--- config.mk ---
export PLATFORM = sky130hd
export DESIGN_NAME = lc3b_control_flat
export DESIGN_NICKNAME = d
export VERILOG_FILES = /design/src/rtl/lc3b_control_if.sv /design/src/rtl/lc3b_control.sv /design/src/flat_wrapper.sv
export SDC_FILE = /design/constraint.sdc
export NUM_CORES = 1
export LEC_CHECK = 0
export ABC_AREA = 1
export BUFFER_PORTS_ARGS = -buffer_cell sky130_fd_sc_hd__buf_4
export CAP_MARGIN = 20
export CORE_AREA = 2 2 48 50
export CTS_CLUSTER_DIAMETER = 100
export DETAILED_ROUTE_END_ITERATION = 8
export DIE_AREA = 0 0 50 52
export GPL_TIMING_DRIVEN = 0
export PLACE_DENSITY = 0.75
export SYNTH_ARGS = -nofsm -noshare
export SYNTH_HDL_FRONTEND = slang
export SYNTH_SLANG_ARGS = --single-unit
--- constraint.sdc ---
create_clock -name Clk -period 1.9 [get_ports Clk]
set_input_delay 0.19 -clock Clk [delete_from_list [all_inputs] [get_ports Clk]]
set_output_delay 0.19 -clock Clk [all_outputs]
set_load 0.05 [all_outputs]
--- src/rtl/lc3b_control_if.sv ---
// lc3b_control_if
//   Bundle between the LC-3b control FSM and the datapath it sequences.
//   master modport : control side (drives loads, gates, selects, ALUK, SRAM strobes;
//                    reads opcode, BEN, imm5_sel_out)
//   slave modport  : datapath/SRAM side (mirror image)
//   ALUK encoding (lc3b_aluop): 00 ADD, 01 AND, 10 NOT, 11 PASSA.
//   Mem_CE / Mem_OE / Mem_WE are active-low.
interface lc3b_control_if;
   logic [3:0] opcode;
   logic       BEN;
   logic       imm5_sel_out;

   logic       load_ir;
   logic       load_pc;
   logic       load_mar;
   logic       load_mdr;
   logic       ld_reg;

   logic       GatePC;
   logic       GateMDR;
   logic       GateALU;
   logic       GateMARMUX;

   logic [1:0] pc_sel;
   logic       addr1mux_sel;
   logic [1:0] addr2mux_sel;
   logic       SR1_mux_sel;
   logic       SR2_mux_sel;
   logic [1:0] ALUK;

   logic       Mem_CE;
   logic       Mem_OE;
   logic       Mem_WE;

   modport master (
      input  opcode, BEN, imm5_sel_out,
      output load_ir, load_pc, load_mar, load_mdr, ld_reg,
      output GatePC, GateMDR, GateALU, GateMARMUX,
      output pc_sel, addr1mux_sel, addr2mux_sel, SR1_mux_sel, SR2_mux_sel, ALUK,
      output Mem_CE, Mem_OE, Mem_WE
   );

   modport slave (
      output opcode, BEN, imm5_sel_out,
      input  load_ir, load_pc, load_mar, load_mdr, ld_reg,
      input  GatePC, GateMDR, GateALU, GateMARMUX,
      input  pc_sel, addr1mux_sel, addr2mux_sel, SR1_mux_sel, SR2_mux_sel, ALUK,
      input  Mem_CE, Mem_OE, Mem_WE
   );
endinterface

--- src/rtl/lc3b_control.sv ---
// lc3b_control
//   Multi-cycle fetch/decode/execute control FSM for the LC-3b-subset datapath,
//   including the active-low SRAM strobes and a Run/Continue front-panel handshake.
//   Ports:
//     Clk        system clock, rising edge
//     Reset      synchronous, active-high; forces HALT on the next edge
//     Run        start from HALT (level, ignored elsewhere)
//     Continue   resume from PAUSE (level, must be released before fetch resumes)
//     dp         lc3b_control_if.master: datapath status in, all control out
//     state_dbg  current state encoding for LEDs/debug
//   Parameter MEM_CYCLES (2..4): SRAM strobe length per access; last cycle commits.
//   Optional macro LC3B_CTRL_PCINC_LATE_EN: PC increment moves from FETCH_MAR
//   to FETCH_IR so the PC stays stable on the bus side during the read.
//
//   state      | meaning
//   -----------+-----------------------------------------------
//   HALT       | idle, waits for Run
//   FETCH_MAR  | PC -> MAR (and PC+1 unless late increment)
//   FETCH_RD   | SRAM read, MEM_CYCLES long, MDR loads on last
//   FETCH_IR   | MDR -> IR
//   DECODE     | branch on opcode
//   EX_ALU     | ADD / AND / NOT writeback
//   BR_EVAL    | sample BEN
//   BR_TAKE    | PC <= PC + off9
//   JMP        | PC <= SR1
//   LDR_ADDR   | MAR <= SR1 + off6
//   LDR_RD     | SRAM read, MEM_CYCLES long
//   LDR_WB     | MDR -> DR
//   STR_ADDR   | MAR <= SR1 + off6
//   STR_DATA   | MDR <= SR (IR[11:9]) via PASSA
//   STR_WR     | SRAM write, WE low on all but the last cycle
//   PAUSE_HI   | wait for Continue high
//   PAUSE_LO   | wait for Continue release
module lc3b_control #(
   parameter int MEM_CYCLES = 2
) (
   input  logic                  Clk,
   input  logic                  Reset,
   input  logic                  Run,
   input  logic                  Continue,
   lc3b_control_if.master        dp,
   output logic [4:0]            state_dbg
);

   localparam logic [4:0] S_HALT      = 5'd0;
   localparam logic [4:0] S_FETCH_MAR = 5'd1;
   localparam logic [4:0] S_FETCH_RD  = 5'd2;
   localparam logic [4:0] S_FETCH_IR  = 5'd3;
   localparam logic [4:0] S_DECODE    = 5'd4;
   localparam logic [4:0] S_EX_ALU    = 5'd5;
   localparam logic [4:0] S_BR_EVAL   = 5'd6;
   localparam logic [4:0] S_BR_TAKE   = 5'd7;
   localparam logic [4:0] S_JMP       = 5'd8;
   localparam logic [4:0] S_LDR_ADDR  = 5'd9;
   localparam logic [4:0] S_LDR_RD    = 5'd10;
   localparam logic [4:0] S_LDR_WB    = 5'd11;
   localparam logic [4:0] S_STR_ADDR  = 5'd12;
   localparam logic [4:0] S_STR_DATA  = 5'd13;
   localparam logic [4:0] S_STR_WR    = 5'd14;
   localparam logic [4:0] S_PAUSE_HI  = 5'd15;
   localparam logic [4:0] S_PAUSE_LO  = 5'd16;

   localparam logic [1:0] ALU_ADD   = 2'b00;
   localparam logic [1:0] ALU_AND   = 2'b01;
   localparam logic [1:0] ALU_NOT   = 2'b10;
   localparam logic [1:0] ALU_PASSA = 2'b11;

   localparam logic [1:0] MEM_LOAD = 2'(MEM_CYCLES - 1);

   logic [4:0] state;
   logic [4:0] state_next;
   logic [1:0] mem_cnt;
   logic       mem_last;

   // Down-counter reloaded on every state change; terminal count marks the
   // commit cycle of a memory access.
   assign mem_last  = (mem_cnt == 2'd0);
   assign state_dbg = state;

   always_ff @(posedge Clk) begin
      if (Reset) begin
         state   <= S_HALT;
         mem_cnt <= MEM_LOAD;
      end else begin
         state <= state_next;
         if (state_next != state)
            mem_cnt <= MEM_LOAD;
         else if (!mem_last)
            mem_cnt <= mem_cnt - 2'd1;
      end
   end

   always_comb begin
      state_next = state;
      case (state)
         S_HALT:      if (Run) state_next = S_FETCH_MAR;
         S_FETCH_MAR: state_next = S_FETCH_RD;
         S_FETCH_RD:  if (mem_last) state_next = S_FETCH_IR;
         S_FETCH_IR:  state_next = S_DECODE;
         S_DECODE: begin
            case (dp.opcode)
               4'b0001, 4'b0101, 4'b1001: state_next = S_EX_ALU;
               4'b0000:                   state_next = S_BR_EVAL;
               4'b1100:                   state_next = S_JMP;
               4'b0110:                   state_next = S_LDR_ADDR;
               4'b0111:                   state_next = S_STR_ADDR;
               4'b1101:                   state_next = S_PAUSE_HI;
               default:                   state_next = S_FETCH_MAR;
            endcase
         end
         S_EX_ALU:    state_next = S_FETCH_MAR;
         S_BR_EVAL:   state_next = dp.BEN ? S_BR_TAKE : S_FETCH_MAR;
         S_BR_TAKE:   state_next = S_FETCH_MAR;
         S_JMP:       state_next = S_FETCH_MAR;
         S_LDR_ADDR:  state_next = S_LDR_RD;
         S_LDR_RD:    if (mem_last) state_next = S_LDR_WB;
         S_LDR_WB:    state_next = S_FETCH_MAR;
         S_STR_ADDR:  state_next = S_STR_DATA;
         S_STR_DATA:  state_next = S_STR_WR;
         S_STR_WR:    if (mem_last) state_next = S_FETCH_MAR;
         S_PAUSE_HI:  if (Continue) state_next = S_PAUSE_LO;
         S_PAUSE_LO:  if (!Continue) state_next = S_FETCH_MAR;
         default:     state_next = S_HALT;
      endcase
   end

   always_comb begin
      dp.load_ir      = 1'b0;
      dp.load_pc      = 1'b0;
      dp.load_mar     = 1'b0;
      dp.load_mdr     = 1'b0;
      dp.ld_reg       = 1'b0;
      dp.GatePC       = 1'b0;
      dp.GateMDR      = 1'b0;
      dp.GateALU      = 1'b0;
      dp.GateMARMUX   = 1'b0;
      dp.pc_sel       = 2'b00;
      dp.addr1mux_sel = 1'b0;
      dp.addr2mux_sel = 2'b00;
      dp.SR1_mux_sel  = 1'b0;
      dp.SR2_mux_sel  = 1'b0;
      dp.ALUK         = ALU_ADD;
      dp.Mem_CE       = 1'b1;
      dp.Mem_OE       = 1'b1;
      dp.Mem_WE       = 1'b1;
      case (state)
         S_FETCH_MAR: begin
            dp.GatePC   = 1'b1;
            dp.load_mar = 1'b1;
`ifndef LC3B_CTRL_PCINC_LATE_EN
            dp.pc_sel   = 2'b01;
            dp.load_pc  = 1'b1;
`endif
         end
         S_FETCH_RD, S_LDR_RD: begin
            dp.Mem_CE   = 1'b0;
            dp.Mem_OE   = 1'b0;
            dp.load_mdr = mem_last;
         end
         S_FETCH_IR: begin
            dp.GateMDR = 1'b1;
            dp.load_ir = 1'b1;
`ifdef LC3B_CTRL_PCINC_LATE_EN
            dp.pc_sel  = 2'b01;
            dp.load_pc = 1'b1;
`endif
         end
         S_EX_ALU: begin
            dp.GateALU = 1'b1;
            dp.ld_reg  = 1'b1;
            case (dp.opcode)
               4'b0101: dp.ALUK = ALU_AND;
               4'b1001: dp.ALUK = ALU_NOT;
               default: dp.ALUK = ALU_ADD;
            endcase
            // NOT has no second operand, so the imm5 select is forced off.
            dp.SR2_mux_sel = (dp.opcode == 4'b1001) ? 1'b0 : dp.imm5_sel_out;
         end
         S_BR_TAKE: begin
            dp.addr1mux_sel = 1'b0;
            dp.addr2mux_sel = 2'b10;
            dp.pc_sel       = 2'b10;
            dp.load_pc      = 1'b1;
         end
         S_JMP: begin
            dp.addr1mux_sel = 1'b1;
            dp.addr2mux_sel = 2'b00;
            dp.pc_sel       = 2'b10;
            dp.load_pc      = 1'b1;
            dp.SR1_mux_sel  = 1'b0;
         end
         S_LDR_ADDR, S_STR_ADDR: begin
            dp.SR1_mux_sel  = 1'b0;
            dp.addr1mux_sel = 1'b1;
            dp.addr2mux_sel = 2'b01;
            dp.GateMARMUX   = 1'b1;
            dp.load_mar     = 1'b1;
         end
         S_LDR_WB: begin
            dp.GateMDR = 1'b1;
            dp.ld_reg  = 1'b1;
         end
         S_STR_DATA: begin
            dp.SR1_mux_sel = 1'b1;
            dp.ALUK        = ALU_PASSA;
            dp.GateALU     = 1'b1;
            dp.load_mdr    = 1'b1;
         end
         S_STR_WR: begin
            // WE rises one cycle before CE/MDR drop so the SRAM sees data hold.
            dp.GateMDR = 1'b1;
            dp.Mem_CE  = 1'b0;
            dp.Mem_WE  = mem_last;
         end
         default: ;
      endcase
   end

endmodule

--- src/flat_wrapper.sv ---
// flat-port wrapper written by rule: the top's interface ports become plain ports
module lc3b_control_flat 
#(
   parameter int MEM_CYCLES = 2
)
  (Clk, Reset, Run, Continue, state_dbg, dp_opcode, dp_BEN, dp_imm5_sel_out, dp_load_ir, dp_load_pc, dp_load_mar, dp_load_mdr, dp_ld_reg, dp_GatePC, dp_GateMDR, dp_GateALU, dp_GateMARMUX, dp_pc_sel, dp_addr1mux_sel, dp_addr2mux_sel, dp_SR1_mux_sel, dp_SR2_mux_sel, dp_ALUK, dp_Mem_CE, dp_Mem_OE, dp_Mem_WE);
  lc3b_control_if dp_i ();
  input  logic Clk;
  input  logic Reset;
  input  logic Run;
  input  logic Continue;
  output logic [4:0] state_dbg;
  input wire logic [$bits(dp_i.opcode)-1:0] dp_opcode;
  input wire logic [$bits(dp_i.BEN)-1:0] dp_BEN;
  input wire logic [$bits(dp_i.imm5_sel_out)-1:0] dp_imm5_sel_out;
  output wire logic [$bits(dp_i.load_ir)-1:0] dp_load_ir;
  output wire logic [$bits(dp_i.load_pc)-1:0] dp_load_pc;
  output wire logic [$bits(dp_i.load_mar)-1:0] dp_load_mar;
  output wire logic [$bits(dp_i.load_mdr)-1:0] dp_load_mdr;
  output wire logic [$bits(dp_i.ld_reg)-1:0] dp_ld_reg;
  output wire logic [$bits(dp_i.GatePC)-1:0] dp_GatePC;
  output wire logic [$bits(dp_i.GateMDR)-1:0] dp_GateMDR;
  output wire logic [$bits(dp_i.GateALU)-1:0] dp_GateALU;
  output wire logic [$bits(dp_i.GateMARMUX)-1:0] dp_GateMARMUX;
  output wire logic [$bits(dp_i.pc_sel)-1:0] dp_pc_sel;
  output wire logic [$bits(dp_i.addr1mux_sel)-1:0] dp_addr1mux_sel;
  output wire logic [$bits(dp_i.addr2mux_sel)-1:0] dp_addr2mux_sel;
  output wire logic [$bits(dp_i.SR1_mux_sel)-1:0] dp_SR1_mux_sel;
  output wire logic [$bits(dp_i.SR2_mux_sel)-1:0] dp_SR2_mux_sel;
  output wire logic [$bits(dp_i.ALUK)-1:0] dp_ALUK;
  output wire logic [$bits(dp_i.Mem_CE)-1:0] dp_Mem_CE;
  output wire logic [$bits(dp_i.Mem_OE)-1:0] dp_Mem_OE;
  output wire logic [$bits(dp_i.Mem_WE)-1:0] dp_Mem_WE;
  assign dp_i.opcode = dp_opcode;
  assign dp_i.BEN = dp_BEN;
  assign dp_i.imm5_sel_out = dp_imm5_sel_out;
  assign dp_load_ir = dp_i.load_ir;
  assign dp_load_pc = dp_i.load_pc;
  assign dp_load_mar = dp_i.load_mar;
  assign dp_load_mdr = dp_i.load_mdr;
  assign dp_ld_reg = dp_i.ld_reg;
  assign dp_GatePC = dp_i.GatePC;
  assign dp_GateMDR = dp_i.GateMDR;
  assign dp_GateALU = dp_i.GateALU;
  assign dp_GateMARMUX = dp_i.GateMARMUX;
  assign dp_pc_sel = dp_i.pc_sel;
  assign dp_addr1mux_sel = dp_i.addr1mux_sel;
  assign dp_addr2mux_sel = dp_i.addr2mux_sel;
  assign dp_SR1_mux_sel = dp_i.SR1_mux_sel;
  assign dp_SR2_mux_sel = dp_i.SR2_mux_sel;
  assign dp_ALUK = dp_i.ALUK;
  assign dp_Mem_CE = dp_i.Mem_CE;
  assign dp_Mem_OE = dp_i.Mem_OE;
  assign dp_Mem_WE = dp_i.Mem_WE;
  lc3b_control #(.MEM_CYCLES(MEM_CYCLES)) u_core (.Clk(Clk), .Reset(Reset), .Run(Run), .Continue(Continue), .dp(dp_i), .state_dbg(state_dbg));
endmodule
==> results of run 1 <==
routing by layer:
layer  share of wire  track usage  wire length, microns
met3           0.056      0.04885                   141
met1            0.42       0.2671                  1056
met5               0            0                     0
met2            0.52       0.3662                  1289
met4          0.0036      0.06481                     9
area by class of cell:
type | count | area (sq um) | share of cell area
repair buffers | 37 | 281.5 | 0.2064
multi-input cells | 119 | 716.9 | 0.5257
inverters | 28 | 110.1 | 0.08073
well taps | 28 | 35.03 | 0.02569
clock inverters | 1 | 5.005 | 0.003670
clock buffers | 3 | 22.52 | 0.01651
plain buffers | 4 | 41.29 | 0.03028
flip-flops and latches | 7 | 151.4 | 0.1110
worst max-delay path, cell delays in order (launching register included):
cell	delay, ns
dfxtp_4	0.34
buf_6	0.14
inv_2	0.08
nor2_4	0.13
inv_2	0.08
nor2_4	0.13
inv_2	0.07
o31ai_4	0.22
buf_6	0.18
stage by stage:
stage | TNS [ns] | hold WS [ns] | instance area (sq um) | setup WS, ns
2_1_floorplan | -0.6686 | 0.2494 | 1005 | -0.3056
3_3_place_gp | 0 | 0.4003 | 1303 | 0.1478
3_5_place_dp | 0 | 0.3955 | 1303 | 0.1495
4_1_cts | 0 | 0.1180 | 1339 | 0.01831
5_1_grt | -0.007865 | 0.1295 | 1364 | -0.007865
6_report | 0 | 0.1294 | 1364 | 0.07988
power by group:
group	internal, mW	total [mW]	switching (mW)
combinational	0.134	0.396	0.262
clock	0.0774	0.142	0.0649
sequential	0.163	0.172	0.00907
cell usage in the layout (no fill, tap or decap), types with 2 or more instances in the layout:
cell type / netlist / routed
nand2_2: 4 / 6
clkbuf_4: 0 / 3
nor3_1: 2 / 2
nand2_1: 35 / 33
dfxtp_1: 7 / 2
nor2_4: 1 / 7
dfxtp_2: 0 / 3
o211ai_1: 3 / 3
buf_4: 4 / 38
buf_6: 0 / 2
o21ai_2: 2 / 3
nor2_1: 20 / 14
nor2_2: 6 / 6
inv_2: 8 / 10
a21oi_1: 4 / 4
o21ai_1: 2 / 2
nand3_1: 18 / 16
inv_1: 19 / 16
nand4_1: 5 / 5
nand3_2: 2 / 4
dfxtp_4: 0 / 2
a31oi_1: 3 / 3
o21ai_0: 4 / 3
inv_4: 1 / 2
state kept, by name, indices dropped and copies added, names as in the netlist:
| signal | cells |
|---|---|
| u_core.mem_cnt | 2 |
| u_core.state_dbg | 5 |
cells by family (layout without fill, tap and decap cells):
logic type | Yosys count | in the layout | synth area share
simple gates | 97 | 97 | 0.5375
buf+inv | 32 | 73 | 0.1501
compound gates | 20 | 20 | 0.1364
flops | 7 | 7 | 0.1528
fa+ha+maj | 1 | 1 | 0.01364
xor+xnor | 1 | 1 | 0.009552
final timing paths:
check	start	depth (start not counted)	slack, ns	end
hold / removal	Reset	2	0.13	u_core.state_dbg[2]
setup / recovery	u_core.state_dbg[0]	8	0.08	dp_ALUK[0]
setup reg to reg	u_core.state_dbg[1]	12	0.25	u_core.mem_cnt[1]
hold reg to reg	u_core.mem_cnt[0]	2	0.52	u_core.mem_cnt[0]
timing repair:
action                                  in CTS  in global routing
endpoints found under the setup margin       1                  2
gates resized for setup                      4                  2
setup buffers                                0                  2
pin swaps                                    0                  1
hold endpoints to repair                     0                  0
==> run_results.csv, run 1 <==
group,metric,value,unit
sta,finalClockSkew,0.0008009,ns
synth,synth_top_area_frac,0.1528,
synth,synth_seq_area_share,0.1528,
critical_path,critical_path_required,1.71,ns
critical_path,start_kind,"flop",
sta,slew_viol_final,0,
clock_tree,cts_max_level,1,
cells_and_area,nNetsFinal,211,
sta,fin_crit,1.820,ns
die,core_area,2106,sq um
drt,vias_per_cell,4.956,
cells_and_area,nFillCells,195,
die,die-area,2600,sq um
clock_tree,numCtsBuffers,3,
synth,synth_edf_count,0,
placed_design,post-dp-hpwl,2118,microns
synth,yosysWarningCount,0,
synth,synth.most_common_cell,"nand2_1",
synth,ys.flop_type,"dfxtp_1",
global_route,grt_overflow_total,0,
power,finalPower,0.7100,mW
cells_and_area,area_growth,48.70,%
placed_design,dp_cells,221,
global_route,grt_max_degree,10,
die,std_cell_rows,17,
drt,num_vias,1125,
die,start_util,0.4355,
power,irDropWorstVdd,0.5222,mV
sta,fin_crit_sh,0.9580,
sta,max_slew_margin,0.7527,
die,fp.dieW,50,microns
clock_tree,cts_hold_buf,0,
power,powerDensity,520.6,nW/um^2
synth,synth-seq-cells,7,
drt,drt_iter0_markers,22,
die,io_pins,36,
clock_tree,clkLatencyLatePin,0.26,ns
clock_tree,cts.path.max_buffers,2,
global_route,grt_pass1_wl,4257,microns
drt,drc_errors,0,
clock_tree,cts_sinks,7,
critical_path,path_max_fanout,7,
flow_run,cap_violations,0,
synth,yosysUniqueCellTypes,28,
global_route,gr-usage-all-layers,0.2146,
global_route,grt_pass1_vias,1000,
clock_tree,cts_tree,"built",
synth,syn-mean-instance-area,5.805,sq um
placed_design,portBuffers,35,
critical_path,criticalPathCategory,"reg -> out",
sta,worst_pin_slew,0.3681,ns
synth,syn_area,917.1,sq um
synth,synthesis.nets,169,
cells_and_area,antenna_cells,0,
synth,synthTopCellsByCount,"nand2_1 (35), nor2_1 (20), inv_1 (19)",
cells_and_area,post-route-util,0.6477,
cells_and_area,final_layout_size_suffix_gt1_frac,0.4623,
sta,setup_viol,0,
power,p_leak,0.7130,nW
drt,first_pass_iters,4,
sta,clock.fmax,549.4,MHz
global_route,antenna_found_initial,0,
synth,synthArstFlopShare,0,
die,die_h,52,microns
hold_path,hold_class,"in -> reg",
clock_tree,cts_root_buffer,"clkbuf_4",
synth,yosys-top-cells-area,"dfxtp_1 (15%), nand2_1 (14%), nand3_1 (9.8%), nor2_1 (8.2%), inv_1 (7.8%)",
synth,synth_top_area_cell,"dfxtp_1",
drt,drt_wl_total,2496,microns
drt,routedWlPerCell,11.00,microns
outcome,outcome,"completed",
critical_path,worstPathArrival,1.63,ns
clock_tree,clk_pin_slew,0.06,ns
drt,antenna_left,0,
synth,syn_inst,158,
placed_design,gp_congestion,0.9079,
critical_path,cp-end-kind,"output pin",
cells_and_area,final_cell_count_no_fill,227,
sta,hold_violations,0,
No activity file was read; power rests on OpenSTA's default activity.
==> run 2, diff against run 1 <==
--- a/config.mk
+++ b/config.mk
@@ -13,6 +13,7 @@
 export DETAILED_ROUTE_END_ITERATION = 8
 export DIE_AREA = 0 0 50 52
 export GPL_TIMING_DRIVEN = 0
+export MAX_ROUTING_LAYER = met4
 export PLACE_DENSITY = 0.75
 export SYNTH_ARGS = -nofsm -noshare
 export SYNTH_HDL_FRONTEND = slang
==> run 2 against run 1 <==
Net effect:
- count of clock-buffer cells in the layout is the same
- combinational power is essentially flat
- core utilization is the same
- die area is the same
- clock skew is essentially flat
- worst hold slack gained 0.00051 ns
- first-iteration DRC count shrank 4.5%
- non-clock buffer count is the same
- critical path depth is the same
- critical path type unchanged
- largest cell class unchanged
==> run_results.csv, run 2 (synthesis gave the netlist of run 1 again) <==
group,metric,value,unit
die,die-area,2600,sq um
critical_path,start_kind,"flop",
global_route,grt_pass1_vias,999,
flow_run,cap_violations,0,
clock_tree,cts_max_level,1,
sta,hold_violations,0,
die,die_h,52,microns
sta,setup_viol,0,
global_route,grt_max_degree,10,
clock_tree,cts_tree,"built",
placed_design,gp_congestion,0.9236,
critical_path,criticalPathCategory,"reg -> out",
critical_path,path_max_fanout,7,
drt,routedWlPerCell,10.96,microns
cells_and_area,largest_reg_flops,5,
clock_tree,cts_sinks,7,
power,irDropWorstVdd,0.5215,mV
placed_design,portBuffers,35,
clock_tree,clk_pin_slew,0.06,ns
cells_and_area,final_common_cell,"buf_4",
die,io_pins,36,
die,core_area,2106,sq um
clock_tree,cts_root_buffer,"clkbuf_4",
sta,slew_viol_final,0,
die,std_cell_rows,17,
drt,vias_per_cell,4.938,
drt,drt_wl_total,2489,microns
drt,drc_errors,0,
sta,worst_pin_slew,0.3681,ns
global_route,antenna_found_initial,0,
cells_and_area,final_layout_size_suffix_gt1_frac,0.4623,
global_route,grt_pass1_wl,4278,microns
critical_path,cp-end-kind,"output pin",
die,start_util,0.4355,
die,fp.dieW,50,microns
placed_design,dp_cells,221,
drt,first_pass_iters,4,
clock_tree,cts.path.max_buffers,2,
critical_path,worstPathArrival,1.63,ns
clock_tree,numCtsBuffers,3,
sta,fin_crit,1.820,ns
sta,finalClockSkew,0.0007801,ns
cells_and_area,area_growth,48.70,%
cells_and_area,antenna_cells,0,
cells_and_area,final_cell_count_no_fill,227,
power,finalPower,0.7096,mW
outcome,outcome,"completed",
power,p_leak,0.7130,nW
clock_tree,cts_hold_buf,0,
global_route,gr-usage-all-layers,0.2209,
drt,drt_iter0_markers,21,
sta,fin_crit_sh,0.9579,
sta,clock.fmax,549.4,MHz
hold_path,hold_class,"in -> reg",
cells_and_area,final_cell_mix,"buf_4 (38), nand2_1 (33), inv_1 (16), nand3_1 (16), nor2_1 (14)",
cells_and_area,nNetsFinal,211,
clock_tree,clkLatencyLatePin,0.26,ns
placed_design,post-dp-hpwl,2118,microns
critical_path,critical_path_required,1.71,ns
sta,max_slew_margin,0.7527,
global_route,grt_overflow_total,0,
power,powerDensity,520.3,nW/um^2
drt,num_vias,1121,
drt,antenna_left,0,
[run 2: area by class of cell]
cell class	count	area (sq um)
timing repair buffer	37	281.5
sequential	7	151.4
fill	195	742.0
clock buffer	3	22.52
buffer	4	41.29
inverter	28	110.1
tap	28	35.03
multi-input combinational	119	716.9
clock inverter	1	5.005
[run 2: metrics by stage]
step | area, sq um | hold WS [ns] | setup TNS, ns | setup WS (ns) | util
after floorplan | 1005 | 0.2494 | -0.6686 | -0.3056 | -
after global placement | 1303 | 0.4003 | 0 | 0.1478 | 0.6185
after detailed placement | 1303 | 0.3955 | 0 | 0.1495 | 0.6185
after CTS | 1339 | 0.1180 | 0 | 0.01831 | 0.6358
after global routing | 1364 | 0.1295 | -0.007868 | -0.007868 | 0.6477
final | 1364 | 0.1300 | 0 | 0.07993 | 0.6477
[run 2: path summary, 6_finish.rpt]
| path | from | end | slack, ns | depth (start not counted) |
|---|---|---|---|---|
| worst max-delay path | u_core.state_dbg[0] | dp_ALUK[0] | 0.08 | 8 |
| worst min register to register | u_core.mem_cnt[0] | u_core.mem_cnt[0] | 0.52 | 2 |
| worst max register to register | u_core.state_dbg[1] | u_core.mem_cnt[1] | 0.26 | 12 |
| worst min-delay path | Reset | u_core.state_dbg[2] | 0.13 | 2 |
[run 2: worst max-delay path: stages (launching register included)]
cell and delay [ns]:
dfxtp_4 0.34, buf_6 0.14, inv_2 0.08, nor2_4 0.13
inv_2 0.08, nor2_4 0.13, inv_2 0.07, o31ai_4 0.22
buf_6 0.18
[run 2: metal layers]
metal,GRT usage,wire (microns)
met3,0.04885,121
met5,-,0
met1,0.2689,1062
met4,0.06481,9
met2,0.3662,1295
[run 2: what timing repair did]
action,CTS,global route
buffers inserted,0,2
setup endpoints to repair,1,2
endpoints found under the hold margin,0,0
resized for setup,4,2
pin swaps,0,1
cloned,0,0
[run 2: report_power, final]
group	total, mW	internal [mW]	switching (mW)
Sequential	0.172	0.163	0.00907
Clock	0.142	0.0774	0.0647
Combinational	0.396	0.134	0.262
